===== src/rtl/pwm_deadtime_if.sv =====
// Byte-wide register bus for pwm_deadtime (rd/wr strobes, 7-bit address).
// master: drives rd, wr, adrs, din; slave: returns registered dout.
interface pwm_deadtime_if;
    logic       rd;
    logic       wr;
    logic [6:0] adrs;
    logic [7:0] din;
    logic [7:0] dout;

    modport master (output rd, wr, adrs, din, input dout);
    modport slave (input rd, wr, adrs, din, output dout);
endinterface


===== src/rtl/pwm_deadtime.sv =====
// Complementary gate drive with break-before-make dead time and sticky fault.
// Ports: clk, rst (async active-low), bus (register slave), pwm_in (raw PWM),
// fault (driver fault), pwm_hi / pwm_lo (high-side / low-side gate drive).
module pwm_deadtime #(
    parameter int CHANNELS = 8,
    parameter int DT_W     = 8
) (
    input  logic                clk,
    input  logic                rst,
    pwm_deadtime_if.slave       bus,
    input  logic [CHANNELS-1:0] pwm_in,
    input  logic                fault,
    output logic [CHANNELS-1:0] pwm_hi,
    output logic [CHANNELS-1:0] pwm_lo
);

    localparam logic [6:0] A_CH_EN  = 7'h00;
    localparam logic [6:0] A_DT     = 7'h04;
    localparam logic [6:0] A_STATUS = 7'h08;
    localparam logic [6:0] A_HI     = 7'h0C;
    localparam logic [6:0] A_LO     = 7'h10;

    localparam logic [DT_W-1:0] DT_RST = DT_W'(10);

    typedef enum logic [2:0] {
        S_OFF,
        S_HI_ON,
        S_DT_TO_LO,
        S_LO_ON,
        S_DT_TO_HI
    } state_e;

    state_e              state_q [CHANNELS];
    state_e              state_d [CHANNELS];
    logic [DT_W-1:0]     cnt_q   [CHANNELS];
    logic [DT_W-1:0]     cnt_d   [CHANNELS];

    logic [CHANNELS-1:0] in_r_q;
    logic [CHANNELS-1:0] hi_q, hi_d;
    logic [CHANNELS-1:0] lo_q, lo_d;
    logic [CHANNELS-1:0] ch_en_q, ch_en_d;
    logic [DT_W-1:0]     dt_q, dt_d;
    logic [DT_W-1:0]     dt_load;
    logic                dt_zero;
    logic                flag_q, flag_d;
    logic                halt;
    logic [7:0]          dout_q, dout_d;
    logic [7:0]          rd_data;
    logic                wr_en, wr_dt, wr_st;

    // Register writes; fault has priority over a same-edge clear.
    always_comb begin
        wr_en   = bus.wr && (bus.adrs == A_CH_EN);
        wr_dt   = bus.wr && (bus.adrs == A_DT);
        wr_st   = bus.wr && (bus.adrs == A_STATUS);
        ch_en_d = wr_en ? bus.din[CHANNELS-1:0] : ch_en_q;
        dt_d    = wr_dt ? bus.din[DT_W-1:0] : dt_q;
        flag_d  = flag_q;
        if (wr_st && bus.din[0] && !fault) begin
            flag_d = 1'b0;
        end
        if (fault) begin
            flag_d = 1'b1;
        end
    end

    // Read mux sees register values from before any same-edge write.
    always_comb begin
        rd_data = '0;
        case (bus.adrs)
            A_CH_EN:  rd_data = 8'(ch_en_q);
            A_DT:     rd_data = 8'(dt_q);
            A_STATUS: rd_data = {7'd0, flag_q};
            A_HI:     rd_data = 8'(pwm_hi);
            A_LO:     rd_data = 8'(pwm_lo);
            default:  rd_data = '0;
        endcase
        dout_d = bus.rd ? rd_data : dout_q;
    end

    // Per-channel FSM. A zero dead time skips the dead states entirely.
    always_comb begin
        halt    = fault | flag_q;
        dt_zero = (dt_q == '0);
        dt_load = dt_q - DT_W'(1);
        hi_d    = '0;
        lo_d    = '0;
        for (int n = 0; n < CHANNELS; n++) begin
            state_d[n] = state_q[n];
            cnt_d[n]   = cnt_q[n];
            if (halt || !ch_en_q[n]) begin
                state_d[n] = S_OFF;
            end else begin
                unique case (state_q[n])
                    S_OFF: begin
                        cnt_d[n] = dt_load;
                        if (in_r_q[n]) begin
                            state_d[n] = dt_zero ? S_HI_ON : S_DT_TO_HI;
                        end else begin
                            state_d[n] = dt_zero ? S_LO_ON : S_DT_TO_LO;
                        end
                    end
                    S_HI_ON: begin
                        if (!in_r_q[n]) begin
                            cnt_d[n]   = dt_load;
                            state_d[n] = dt_zero ? S_LO_ON : S_DT_TO_LO;
                        end
                    end
                    S_LO_ON: begin
                        if (in_r_q[n]) begin
                            cnt_d[n]   = dt_load;
                            state_d[n] = dt_zero ? S_HI_ON : S_DT_TO_HI;
                        end
                    end
                    S_DT_TO_LO: begin
                        // Returning to hi is safe: lo was never driven.
                        if (in_r_q[n]) begin
                            state_d[n] = S_HI_ON;
                        end else if (cnt_q[n] == '0) begin
                            state_d[n] = S_LO_ON;
                        end else begin
                            cnt_d[n] = cnt_q[n] - DT_W'(1);
                        end
                    end
                    S_DT_TO_HI: begin
                        if (!in_r_q[n]) begin
                            state_d[n] = S_LO_ON;
                        end else if (cnt_q[n] == '0) begin
                            state_d[n] = S_HI_ON;
                        end else begin
                            cnt_d[n] = cnt_q[n] - DT_W'(1);
                        end
                    end
                    default: state_d[n] = S_OFF;
                endcase
            end
            hi_d[n] = (state_d[n] == S_HI_ON);
            lo_d[n] = (state_d[n] == S_LO_ON);
        end
    end

    always_ff @(posedge clk or negedge rst) begin
        if (!rst) begin
            for (int n = 0; n < CHANNELS; n++) begin
                state_q[n] <= S_OFF;
                cnt_q[n]   <= '0;
            end
        end else begin
            for (int n = 0; n < CHANNELS; n++) begin
                state_q[n] <= state_d[n];
                cnt_q[n]   <= cnt_d[n];
            end
        end
    end

    always_ff @(posedge clk or negedge rst) begin
        if (!rst) begin
            in_r_q  <= '0;
            hi_q    <= '0;
            lo_q    <= '0;
            ch_en_q <= '0;
            dt_q    <= DT_RST;
            flag_q  <= 1'b0;
            dout_q  <= '0;
        end else begin
            in_r_q  <= pwm_in;
            hi_q    <= hi_d;
            lo_q    <= lo_d;
            ch_en_q <= ch_en_d;
            dt_q    <= dt_d;
            flag_q  <= flag_d;
            dout_q  <= dout_d;
        end
    end

    // A live fault kills the gates without waiting for a clock edge.
    assign pwm_hi   = hi_q & ~{CHANNELS{fault}};
    assign pwm_lo   = lo_q & ~{CHANNELS{fault}};
    assign bus.dout = dout_q;

endmodule


===== src/flat_wrapper.sv =====
// flat-port wrapper written by rule: the top's interface ports become plain ports
module pwm_deadtime_flat 
#(
    parameter int CHANNELS = 8,
    parameter int DT_W     = 8
)
  (clk, rst, pwm_in, fault, pwm_hi, pwm_lo, bus_rd, bus_wr, bus_adrs, bus_din, bus_dout);
  pwm_deadtime_if bus_i ();
  input  logic clk;
  input  logic rst;
  input  logic [CHANNELS-1:0] pwm_in;
  input  logic fault;
  output logic [CHANNELS-1:0] pwm_hi;
  output logic [CHANNELS-1:0] pwm_lo;
  input wire logic [$bits(bus_i.rd)-1:0] bus_rd;
  input wire logic [$bits(bus_i.wr)-1:0] bus_wr;
  input wire logic [$bits(bus_i.adrs)-1:0] bus_adrs;
  input wire logic [$bits(bus_i.din)-1:0] bus_din;
  output wire logic [$bits(bus_i.dout)-1:0] bus_dout;
  assign bus_i.rd = bus_rd;
  assign bus_i.wr = bus_wr;
  assign bus_i.adrs = bus_adrs;
  assign bus_i.din = bus_din;
  assign bus_dout = bus_i.dout;
  pwm_deadtime #(.CHANNELS(CHANNELS), .DT_W(DT_W)) u_core (.clk(clk), .rst(rst), .bus(bus_i), .pwm_in(pwm_in), .fault(fault), .pwm_hi(pwm_hi), .pwm_lo(pwm_lo));
endmodule

===== config.mk =====
export PLATFORM = sky130hd
export DESIGN_NAME = pwm_deadtime_flat
export DESIGN_NICKNAME = d
export VERILOG_FILES = /design/src/rtl/pwm_deadtime_if.sv /design/src/rtl/pwm_deadtime.sv /design/src/flat_wrapper.sv
export SDC_FILE = /design/constraint.sdc
export NUM_CORES = 1
export LEC_CHECK = 0
export CORE_MARGIN = 2
export CORE_UTILIZATION = 65
export CTS_CLUSTER_SIZE = 14
export DETAILED_ROUTE_END_ITERATION = 8
export PLACE_DENSITY = 0.86
export SYNTH_ARGS = -nofsm -noshare
export SYNTH_HDL_FRONTEND = slang
export SYNTH_SLANG_ARGS = --single-unit

===== constraint.sdc =====
create_clock -name clk -period 3.9 [get_ports clk]
set_input_delay 0.78 -clock clk [delete_from_list [all_inputs] [get_ports clk]]
set_output_delay 0.78 -clock clk [all_outputs]
set_load 0.05 [all_outputs]

# Word-level counts from Yosys, hierarchy flattened
# Cells that the tools add are included.
# word_totals
in_bits,28
ff_bits,137
elab_cells,310
output_inout_bits,24
# op_classes
mux,125
reduce_logical,57
add_sub_neg,9
bitwise_logic,12
eq_ne,84
# ops
op,n
one-hot mux 8 bit (5 select lines),9
2-to-1 mux 8 bit,40
2-to-1 mux 3 bit,65
one-hot mux 3 bit (5 select lines),8
equality test 3 x 2 -> 1 bit (second input constant),24
zero test 8 bit,9
subtractor 8 x 1 -> 8 bit (second input constant),9
equality test 3 x 1 -> 1 bit (second input constant),16
AND reduction 6 bit,8
nonzero test 5 bit,8
inequality test 2 x 1 -> 1 bit (second input constant),16
inequality test 2 bit (second input constant),16
equality test 3 bit (second input constant),8
zero test 3 bit,8
AND 8 bit,2
equality test 7 x 4 -> 1 bit (second input constant),2
zero test 1 bit,9
logical OR 1 bit,8
NOT 1 bit,8
NOT 8 bit,1
equality test 7 x 3 -> 1 bit (second input constant),1
equality test 7 x 5 -> 1 bit (second input constant),1
zero test 7 bit,1
logical AND 1 bit,5
3 further kinds,5

# Depth between registers and ports, before layout
# depth
ltp_word,6
ltp_mapped,9
ltp_nobuf,7

# Worst setup path before layout
# OpenSTA, ideal clock, no wires.
# synth_path
kind,input to register
from,in bus_adrs[5]
to,reg u_core.ch_en_q[0]
path_stages,5
arrival_ns,2.512
required_time_ns,3.775
path_slack_ns,1.264
path_buffers,1
setup_time_ns,0.125
cell_sequence,or4_4 -> or3_1 -> buf_6 -> nor3b_4 -> mux2_2
# synth_via
elab_chain_len,2
# synth_rtl
element,line,rtl
"start, declared",flat_wrapper.sv:17,input wire logic [$bits(bus_i.adrs)-1:0] bus_adrs;
zero test 7 bit,pwm_deadtime.sv:53,wr_en = bus.wr && (bus.adrs == A_CH_EN);
logical AND 1 bit,pwm_deadtime.sv:53,
"end signal, assigned",pwm_deadtime.sv:169,ch_en_q <= ch_en_d;
"end, declared",pwm_deadtime.sv:41,"logic [CHANNELS-1:0] ch_en_q, ch_en_d;"
# No other way between the ends.
# A chain may end at the register's enable or synchronous reset.

# Worst setup path after layout
# layout_path
from,in fault
to,out pwm_hi[2]
# layout_via
elab_chain_len,2
# layout_rtl
element,line,rtl
"start, declared",flat_wrapper.sv:12,input logic fault;
NOT 8 bit,pwm_deadtime.sv:177,assign pwm_hi = hi_q & ~{CHANNELS{fault}};
AND 8 bit,pwm_deadtime.sv:177,
"end, declared",flat_wrapper.sv:13,output logic [CHANNELS-1:0] pwm_hi;
# No other way between the ends.

==> results.md <==
* Ys async rst share at 1.000
* Die span in x at around 120 µm
* Main flop type after synthesis: dfrtp_1
* Crit path DAT at 2.81 ns
* DR WL/cell at 19.57 µm
* Top cell type's share of synthesized area at 0.4191
* #FFs+latches synth at between 100 and 150
* RSZ-0062 raised after global routing: false
* ANT nets after route at 0
* Fraction of layout cells with a size suffix above 1 at 0.1015
* Fill cells at a little over 800
* Fin area at slightly above 9000 µm²
* Number of buffers created by CTS at 17
* Vias per inst at roughly 6.7
* Reg2reg path depth at 7
* Area occupied by multi-input gates at between 4000 and 5000 µm²
* Sum Neg Setup Slack at 0 ns
* Die area at 13310 µm²
* Worst-path clk slew at 0.05 ns
* GRT Util Overall at 0.3376
* Crit Path Category: input pin to primary output
* Post-synth EDFFs at 0
* Area taken by flip-flops and latches at around 3400 µm²
* Synth Area in XOR/XNOR at 0.01847
* Critical Path Sink Type: primary output
* Max-slew violations at 0
* Initial antenna violation count at 0
* Finish-stage setup viols at 0
* # rows at 40
* Die Ht at 115.4 µm
* Routability congestion estimate at roughly 0.9
* Vias in the first global route at 6922
* DR iter-0 viols at roughly 1200
* Final Util at 0.7605
* Tightest Hold Check Type: input pin to async pin
* Seq pwr share at 0.419
* Largest family of logic cells by synthesized area: simple AND/OR/NAND/NOR gates
* Ys Warns at 0
* Worst-path fanout max at 18
* CTS Sinks at 137
* Routed vias at 7350
* TritonCTS clock tree: built
* Post-layout power at 3.544 mW
* Setup Skew at 0.007226 ns
* Diode count at 0
* Switching share of power at 0.2783
* Cts repair resizes at 0
* Mapped cell area at between 8000 and 9000 µm²
* Synth area leaders: dfrtp_1, nor2_1, o21ai_0
* Worst-margin pin slew at 1.225 ns
* Post-layout minimum cycle time at 3.595 ns
* Hold violation total from the final report at 0
* Max-cap violations at 0
* Synth cell types at 74
* Maximum clock path buffer count at 2
* Clk_lat worst skew at 0.43 ns
* # DRC at 0
* Final net count at approximately 960
* Syn avg cell area at roughly 9.0 µm²
* Placed standard-cell area at 8655 µm²
* Synthesis-to-layout area growth at 13.80%
* Placed insts at between 1000 and 1500
* Starting density of the core at 0.6683
* Cell taking the most area after synthesis: dfrtp_1
* WP data required at ~3.1 ns
* Post-synthesis simple-gate area fraction at 0.2287
* PwrDens at 386.4 nW/µm²
* Non-Filler Instances at 1104
* H-tree Lvls at 4
* Status: completed
* Combinational Power Share at 0.174
* Final period utilization at 0.9218
* Leakage at 3.957 nW
* Post-CTS Hold Fix Bufs at 0
* Startpoint types: input pin
* Worst slew margin at 0.1800
* HPWL after DPL at approximately 14000 µm
* Pre-Repair DR Iteration Count at 5
* Port Buffers at 51
* Postcts setup bufs at 0
* Total core area at ~12000 µm²
* Cells after Synth at between 800 and 900
* Complex-gate fraction of the synthesized area at 0.2176
* Post-synthesis net count at 933
* DRT Wirelength at 21610 µm
* FMAX at roughly 280 MHz
* Adder-cell share of the synthesized area at 0.01397
* Cell-internal power at about 2.6 mW
* Worst-case vdd ir drop at 507.4 µV
* Register area share after synthesis at 0.4256
* Grt total ovfl at 0
* Clock share of power at 0.407
* Clock Tree Root: clkbuf_16
* First-pass GRT wire length at 34760 µm
* NetSw at 986.3 µW
* Multiplexer share of the synthesized area at 0.04905
* I/O Pins at 52
* Largest net degree at the start of global routing at just over 90
-- worst paths after layout --
kind | to | slack [ns] | start
hold / removal | u_core.cnt_q[36] | 0.44 | rst
setup / recovery | pwm_hi[2] | 0.31 | fault
hold reg to reg | u_core.cnt_q[25] | 0.52 | u_core.cnt_q[25]
max in group asynchronous | u_core.dt_q[1] | 2.65 | rst
min in group clk | u_core.cnt_q[25] | 0.52 | u_core.cnt_q[25]
setup reg to reg | u_core.cnt_q[28] | 0.88 | u_core.cnt_q[24]
-- layer usage --
metal | global-route usage | vias to the layer above | wire length [µm]
met3 | 0.07960 | 84 | 2033
met2 | 0.5240 | 408 | 10010
met4 | 0.1735 | 0 | 905
met5 | 0 | - | 0
met1 | 0.4436 | 3529 | 8661
li1 | - | 3329 | -
-- worst max-delay path, stage by stage --
cell and delay (ns):
clkdlybuf4s50_1 0.80, nor2b_1 0.36, clkdlybuf4s50_1 0.86
-- layout make-up --
cell class              instances  share of cell area
clock buffers                  27             0.05484
clock inverters                 3            0.001637
inverters                      36             0.01473
multi-input cells             667              0.4638
flip-flops and latches        137              0.3740
well taps                     168             0.02292
repair buffers                 66             0.06807
-- Yosys cell counts, drive strengths merged (5+ instances only) --
library cell  number
nand2b             9
o21ai             64
nor4b              7
nand4b             7
nor3b             18
or2                6
a21oi             56
or3               17
a31o               7
ha                 9
a22oi              7
nor4               8
clkbuf            39
or4                7
mux2i             17
nor3              24
nand2             59
nor2             104
inv               36
nand3             18
o22a              18
dfrtp            135
buf               17
mux2              20
a221oi             8
and2              10
nor2b             28
a2bb2oi           10
o31ai              9
a31oi             23
xor2               5
or4b               6
xnor2             12
o22ai             14
a211o              7
-- power by group through the flow --
stage	clock [mW]	combinational (mW)	sequential, mW
after global routing	1.53	0.653	1.49
final	1.44	0.618	1.48
after floorplan	0	0.340	1.49
after global placement	0	0.573	1.50
after detailed placement	0	0.593	1.51
after CTS	1.45	0.601	1.48
-- metrics by stage --
step	setup WS (ns)	hold WS, ns
after detailed placement	0.3466	0.4988
final	0.3051	0.4409
after global routing	0.2311	0.5164
after CTS	0.3637	0.4832
after floorplan	1.264	0.4687
after global placement	0.4646	0.4884
-- state kept, by name (all words and copies together), names as in the netlist --
name,count
u_core.bus.dout,8
u_core.ch_en_q,8
u_core.cnt_q,64
u_core.dt_q,8
u_core.flag_q,1
u_core.hi_q,8
u_core.in_r_q,8
u_core.lo_q,8
u_core.state_q,24
-- cells in the final DEF, fill, tap and decap left out, drive strengths merged, types with 5 or more instances in the layout --
master           n
dfrtp          135
nor2           104
o21ai           64
nand2           59
a21oi           56
clkdlybuf4s50   45
inv             36
nor2b           28
clkbuf          27
nor3            24
a31oi           23
buf             21
mux2            20
nand3           18
o22a            18
nor3b           18
or3             17
mux2i           17
o22ai           14
xnor2           12
a2bb2oi         10
and2            10
o31ai            9
nand2b           9
ha               9
a221oi           8
nor4             8
a22oi            7
a211o            7
nand4b           7
a31o             7
nor4b            7
or4              7
or2              6
or4b             6
xor2             5
-- cells by family (layout without fill, tap and decap cells) --
kind of cell,count (synthesis),in the layout
flops,137,137
simple gates,341,341
compound gates,263,263
buf+inv,92,132
fa+ha+maj,9,9
xor+xnor,17,17
mux,37,37
(Power assumes the default switching activity.)
